`src/rtl/riscv64g_iss_csr_exec.sv`:
```
// riscv64g_iss_csr_exec: Zicsr/ECALL/MRET sequencer for the machine CSR file; define ISS_CSR_ILLEGAL_EN to trap writes to read-only CSRs
module riscv64g_iss_csr_exec #(
  parameter int XLEN = 64
) (
  input  logic            CLK,
  input  logic            RSTn,
  input  logic            req_valid,
  output logic            req_ready,
  input  logic [2:0]      req_op,
  input  logic [11:0]     req_csr,
  input  logic [XLEN-1:0] req_rs1,
  input  logic [4:0]      req_rs1_idx,
  input  logic [4:0]      req_rd_idx,
  input  logic [XLEN-1:0] req_pc,
  output logic            rsp_valid,
  output logic            rsp_rd_we,
  output logic [XLEN-1:0] rsp_rd_val,
  output logic            rsp_redirect,
  output logic [XLEN-1:0] rsp_pc,
  output logic            csr_we,
  output logic [11:0]     csr_a,
  input  logic [XLEN-1:0] csr_rd,
  output logic [XLEN-1:0] csr_wd
);
  typedef enum logic [2:0] {IDLE, READ, WRITE, T_EPC, T_CAUSE, T_VEC, M_RD, RSP} state_t;
  state_t state, state_n;
  logic [1:0] kind;
  logic [11:0] csr;
  logic [4:0] rd_idx;
  logic [3:0] cause;
  logic [XLEN-1:0] pc, src, old, target, new_val;
  logic wr_need, redir, illegal, imm_form;
`ifdef ISS_CSR_ILLEGAL_EN
  assign illegal = wr_need && csr[11:10] == 2'b11;
`else
  assign illegal = 1'b0;
`endif
  assign imm_form = req_op[2] && req_op[1:0] != 2'b00;
  // next-state selection
  always_comb begin
    state_n = state;
    case (state)
      IDLE:    if (req_valid) state_n = req_op == 3'd0 ? T_EPC : req_op == 3'd4 ? M_RD : READ;
      READ:    state_n = illegal ? T_EPC : wr_need ? WRITE : RSP;
      T_EPC:   state_n = T_CAUSE;
      T_CAUSE: state_n = T_VEC;
      RSP:     state_n = IDLE;
      default: state_n = RSP;
    endcase
  end
  // register-file port and response drive, all zero outside active states
  always_comb begin
    new_val = kind == 2'b01 ? src : kind == 2'b10 ? (old | src) : (old & ~src);
    req_ready = state == IDLE;
    csr_we = state == WRITE || state == T_EPC || state == T_CAUSE;
    csr_a = (state == READ || state == WRITE) ? csr :
            (state == T_EPC || state == M_RD) ? 12'h341 :
            state == T_CAUSE ? 12'h342 :
            state == T_VEC ? 12'h305 : 12'h000;
    csr_wd = state == WRITE ? new_val :
             state == T_EPC ? pc :
             state == T_CAUSE ? {{(XLEN-4){1'b0}}, cause} : '0;
    rsp_valid = state == RSP;
    rsp_rd_we = rsp_valid && !redir && rd_idx != 5'd0;
    rsp_rd_val = rsp_valid ? old : '0;
    rsp_redirect = rsp_valid && redir;
    rsp_pc = (rsp_valid && redir) ? target : '0;
  end
  // state register plus command, old-value and trap-target latches
  always_ff @(posedge CLK or negedge RSTn)
    if (!RSTn) begin
      state <= IDLE;
      kind <= '0;
      csr <= '0;
      rd_idx <= '0;
      cause <= '0;
      pc <= '0;
      src <= '0;
      old <= '0;
      target <= '0;
      wr_need <= 1'b0;
      redir <= 1'b0;
    end else begin
      state <= state_n;
      if (state == IDLE && req_valid) begin
        kind <= req_op[1:0];
        csr <= req_csr;
        rd_idx <= req_rd_idx;
        pc <= req_pc;
        src <= imm_form ? {{(XLEN-5){1'b0}}, req_rs1_idx} : req_rs1;
        wr_need <= req_op[1:0] == 2'b01 || req_rs1_idx != 5'd0;
        redir <= req_op == 3'd0 || req_op == 3'd4;
        cause <= 4'd11;
      end
      if (state == READ) begin
        old <= csr_rd;
        if (illegal) begin
          redir <= 1'b1;
          cause <= 4'd2;
        end
      end
      if (state == T_VEC) target <= {csr_rd[XLEN-1:2], 2'b00};
      if (state == M_RD) target <= csr_rd;
    end
endmodule

```
`config.mk`:
```
export PLATFORM = sky130hd
export DESIGN_NAME = riscv64g_iss_csr_exec
export DESIGN_NICKNAME = d
export VERILOG_FILES = /design/src/rtl/riscv64g_iss_csr_exec.sv
export SDC_FILE = /design/constraint.sdc
export NUM_CORES = 1
export LEC_CHECK = 0
export CORE_UTILIZATION = 44
export CTS_BUF_LIST = sky130_fd_sc_hd__clkbuf_8
export DETAILED_ROUTE_END_ITERATION = 10
export PLACE_DENSITY = 0.82
export SYNTH_ARGS = -nofsm -noshare
export SYNTH_HDL_FRONTEND = slang
export SYNTH_SLANG_ARGS = --single-unit
```
`constraint.sdc`:
```
create_clock -name CLK -period 2.7 [get_ports CLK]
set_input_delay 0.54 -clock CLK [delete_from_list [all_inputs] [get_ports CLK]]
set_output_delay 0.54 -clock CLK [all_outputs]
set_load 0.005 [all_outputs]
```
==> summary.txt <==
Cells and area
  – Post-Layout Inst Area: approximately 21000 um2
  – Area of the multi-input gates: between 6000 and 7000 um2
  – Most common cell after layout, fill and taps aside: dfrtp_1
  – # fillers: 2247
  – Most frequent cells in the layout: dfrtp_1 (278), clkdlybuf4s50_1 (241), mux2_2 (147)
  – Layout net count: 1998
  – P&R area growth vs syn: 50.6%
  – Sequential cell area: 7040 um2
  – Share of layout cells above drive strength 1: about 28%
  – Post-layout util: roughly two thirds

Worst setup path
  – Worst path depth: 5
  – Reg-to-reg endpoint: pc[38]
  – Worst Setup SP: state[0]
  – Worst path required time: around 2200 ps
  – Slowest-stage cell, CP: clkdlybuf4s50_1
  – Reg-to-reg startpoint: state[2]
  – Worst setup EP type: output pin
  – Critical path type: register to output pin
  – CP Launch Type: register
  – Slowest Stage Delay on Critical Path: approximately 500 ps
  – Crit path max fanout: 31
  – Reg2reg path depth: 5
  – Worst R2R Setup Slack: roughly 460 ps
  – CP arrival: around 2500 ps
  – CP top delay family: buffers and inverters
  – Critical path endpoint: csr_wd[37]
  – Worst Path Buf+Inv: 2
  – Crit path cell chain: or3b_4 -> buf_12 -> a21oi_1 -> a22o_1 -> clkdlybuf4s50_1

CTS
  – Clock-pin transition on the worst setup and hold timing paths: ~70 ps
  – CTS sink count: about 280
  – Clock root buffer: clkbuf_8
  – Skew-Pair Late Insertion Delay: roughly 570 ps
  – TritonCTS clock tree: yes
  – CTS max path bufs: 3
  – H-tree levels: 2
  – CTS buffer count: between 40 and 50

Synthesis
  – Syn avg cell area: 10.9 um2
  – Synth cell types: 34
  – Register area share after synthesis: a little under 50%
  – Mapped Nets: ~1500
  – Largest cells by area after synthesis: dfrtp_1 (49%), mux2_2 (12%), mux2_4 (6.7%), a21oi_1 (4.6%), xnor2_1 (4.0%)
  – Post-synthesis register bit count: approximately 280
  – Synth Instances: 1305
  – Top cell type's share of synthesized area: between 40 and 50%
  – Post-synth EDFFs: 0
  – Yosys warnings: 0
  – Leading area contributor after synthesis: dfrtp_1
  – Main flop type after synthesis: dfrtp_1
  – Cell area after synthesis: 14200 um2
  – Asr flop ratio synth: 100%

Route
  – Drt initial violations: between 800 and 900
  – Vias: ~13000
  – Antenna viol nets, final: 0
  – Drt total wl: between 50000 and 60000 um
  – Routed WL per cell: ~23 um
  – Vias/cell: 5.65
  – Drt first pass iters: 6
  – Detailed-route DRC error count: 0

Placement
  – Gpl congestion: 0.910
  – Post-DP HPWL: around 31000 um
  – Dpl cell area: between 15000 and 20000 um2
  – Port Buf Inserts: 428

STA
  – Final setup viols: 47
  – Setup ws final: -335 ps
  – RSZ-0062 raised after global routing: yes
  – Fin. Hold Viols: 0
  – Fmax: about 330 MHz
  – Final Cycle Share: 112%
  – Slew Viols, Final: 0
  – Minimum clock period: about 3000 ps
  – Worst-Margin Slew: between 600 and 700 ps
  – Hold_ws: between 400 and 500 ps
  – Slew headroom: about 54%
  – Clk_skew: ~18 ps

Floorplan
  – DIE WIDTH: approximately 180 um
  – Die area: 33000 um2
  – Die span in y: between 150 and 200 um
  – Core area: between 30000 and 40000 um2
  – IO Count: roughly 430
  – # rows: 65
  – Initial Util: 44.9%

Outcome
  – Failing checks: negative setup slack
  – Outcome: complete, but fails checks

Global routing
  – Pin count of the biggest net entering global routing: 93
  – First-pass GRT wire length: around 70000 um
  – Vias in the first global route: roughly 13000
  – Total track usage: ~28%
  – Global route overflow: 0
  – Number of antenna violations at the first check in global routing: 1

Power and ir drop
  – PwrDens: ~1200 nW/um2
  – Int Pwr: around 16 mW
  – Leak pwr: 11.6 nW
  – Sw Ratio: between 30% and 40%
  – P_sw: 9.41 mW
  – Comb pwr share: 51.1%
  – Clock power share: between 15 and 20%
  – Sequential Power Share: 32.4%
  – Worst IR Drop VDD: about 640 uV

Min path
  – HP Class: register to register

Job
  – Max-Cap Viols: 0
-- synth_stat cells (2+ instances only) --
cell	number
nor3_1	2
o2bb2ai_1	2
a22o_1	62
buf_6	14
xnor2_1	65
nand2b_1	2
and3_1	66
buf_1	5
a31oi_1	2
and2_1	71
mux2_2	147
o21ai_0	68
nor2_1	76
maj3_1	3
nor2b_1	3
clkbuf_1	66
a221o_1	3
a21oi_1	131
buf_2	23
dfrtp_1	281
or4_1	2
nand2_1	128
nor3b_1	3
mux2i_1	5
o31ai_1	2
inv_1	3
mux2_4	63
-- per-layer routing --
layer | up-vias | global-route usage [%] | wire length, um
met5 | - | 0 | 0
met1 | 6172 | 33.5 | 19700
met4 | 0 | 13.2 | 2350
met2 | 694 | 47.5 | 25100
li1 | 5507 | - | -
met3 | 162 | 7.42 | 4680
-- timing repair --
item,4_1_cts,5_1_grt
hold buffers,1,0
hold endpoints to repair,32,0
gates resized for setup,70,303
setup buffers,8,38
endpoints found under the setup margin,206,207
cloned,4,16
pin swaps,4,26
-- power groups by stage --
stage               logic [mW]  clock network, mW  registers [mW]
detailed placement        10.9                  0            8.12
global route              13.7               4.44            8.40
finish                    12.9               4.17            8.18
global placement          10.6                  0            7.99
floorplan                 6.78                  0            7.46
CTS                       11.4               4.24            8.06
-- final cells by class --
cell class              instances  share of cell area [%]
flip-flops and latches        281                    32.9
multi-input cells             914                    32.6
repair buffers                530                    27.2
clock buffers                  62                    3.99
well taps                     402                    2.35
clock inverters                26                   0.900
inverters                       3                  0.0526
diodes                          1                  0.0117
-- flip-flops by register name (all words and copies together) (netlist names) --
register  cells
wr_need       1
redir         1
old          64
pc           64
rd_idx        5
cause         1
kind          2
csr          12
src          64
target       64
state         3
-- stage by stage --
stage	setup WS, ps	setup TNS, ps	total power [mW]	cells
3_3_place_gp	241	0	18.6	2064
2_1_floorplan	577	0	14.2	1305
4_1_cts	-307	-42090	23.7	2165
5_1_grt	-381	-12820	26.5	2219
3_5_place_dp	151	0	19.0	2064
6_report	-335	-8410	25.3	2219
-- worst min-delay path by stage --
stage | slack, ps | depth (start not counted) | start | end
finish | 460 | 1 | cause[0] | cause[0]
global route | 480 | 1 | cause[0] | cause[0]
CTS | 460 | 1 | cause[0] | cause[0]
detailed placement | 450 | 1 | cause[0] | cause[0]
global placement | 450 | 1 | cause[0] | cause[0]
floorplan | 240 | 0 | RSTn | cause[0]
-- logic make-up after synthesis --
logic type | share of synthesized area [%]
compound gates | 11.5
xor+xnor | 4.00
fa+ha+maj | 0.211
buf+inv | 3.87
flops | 49.5
mux | 18.7
simple gates | 12.3
(Power assumes the default switching activity.)
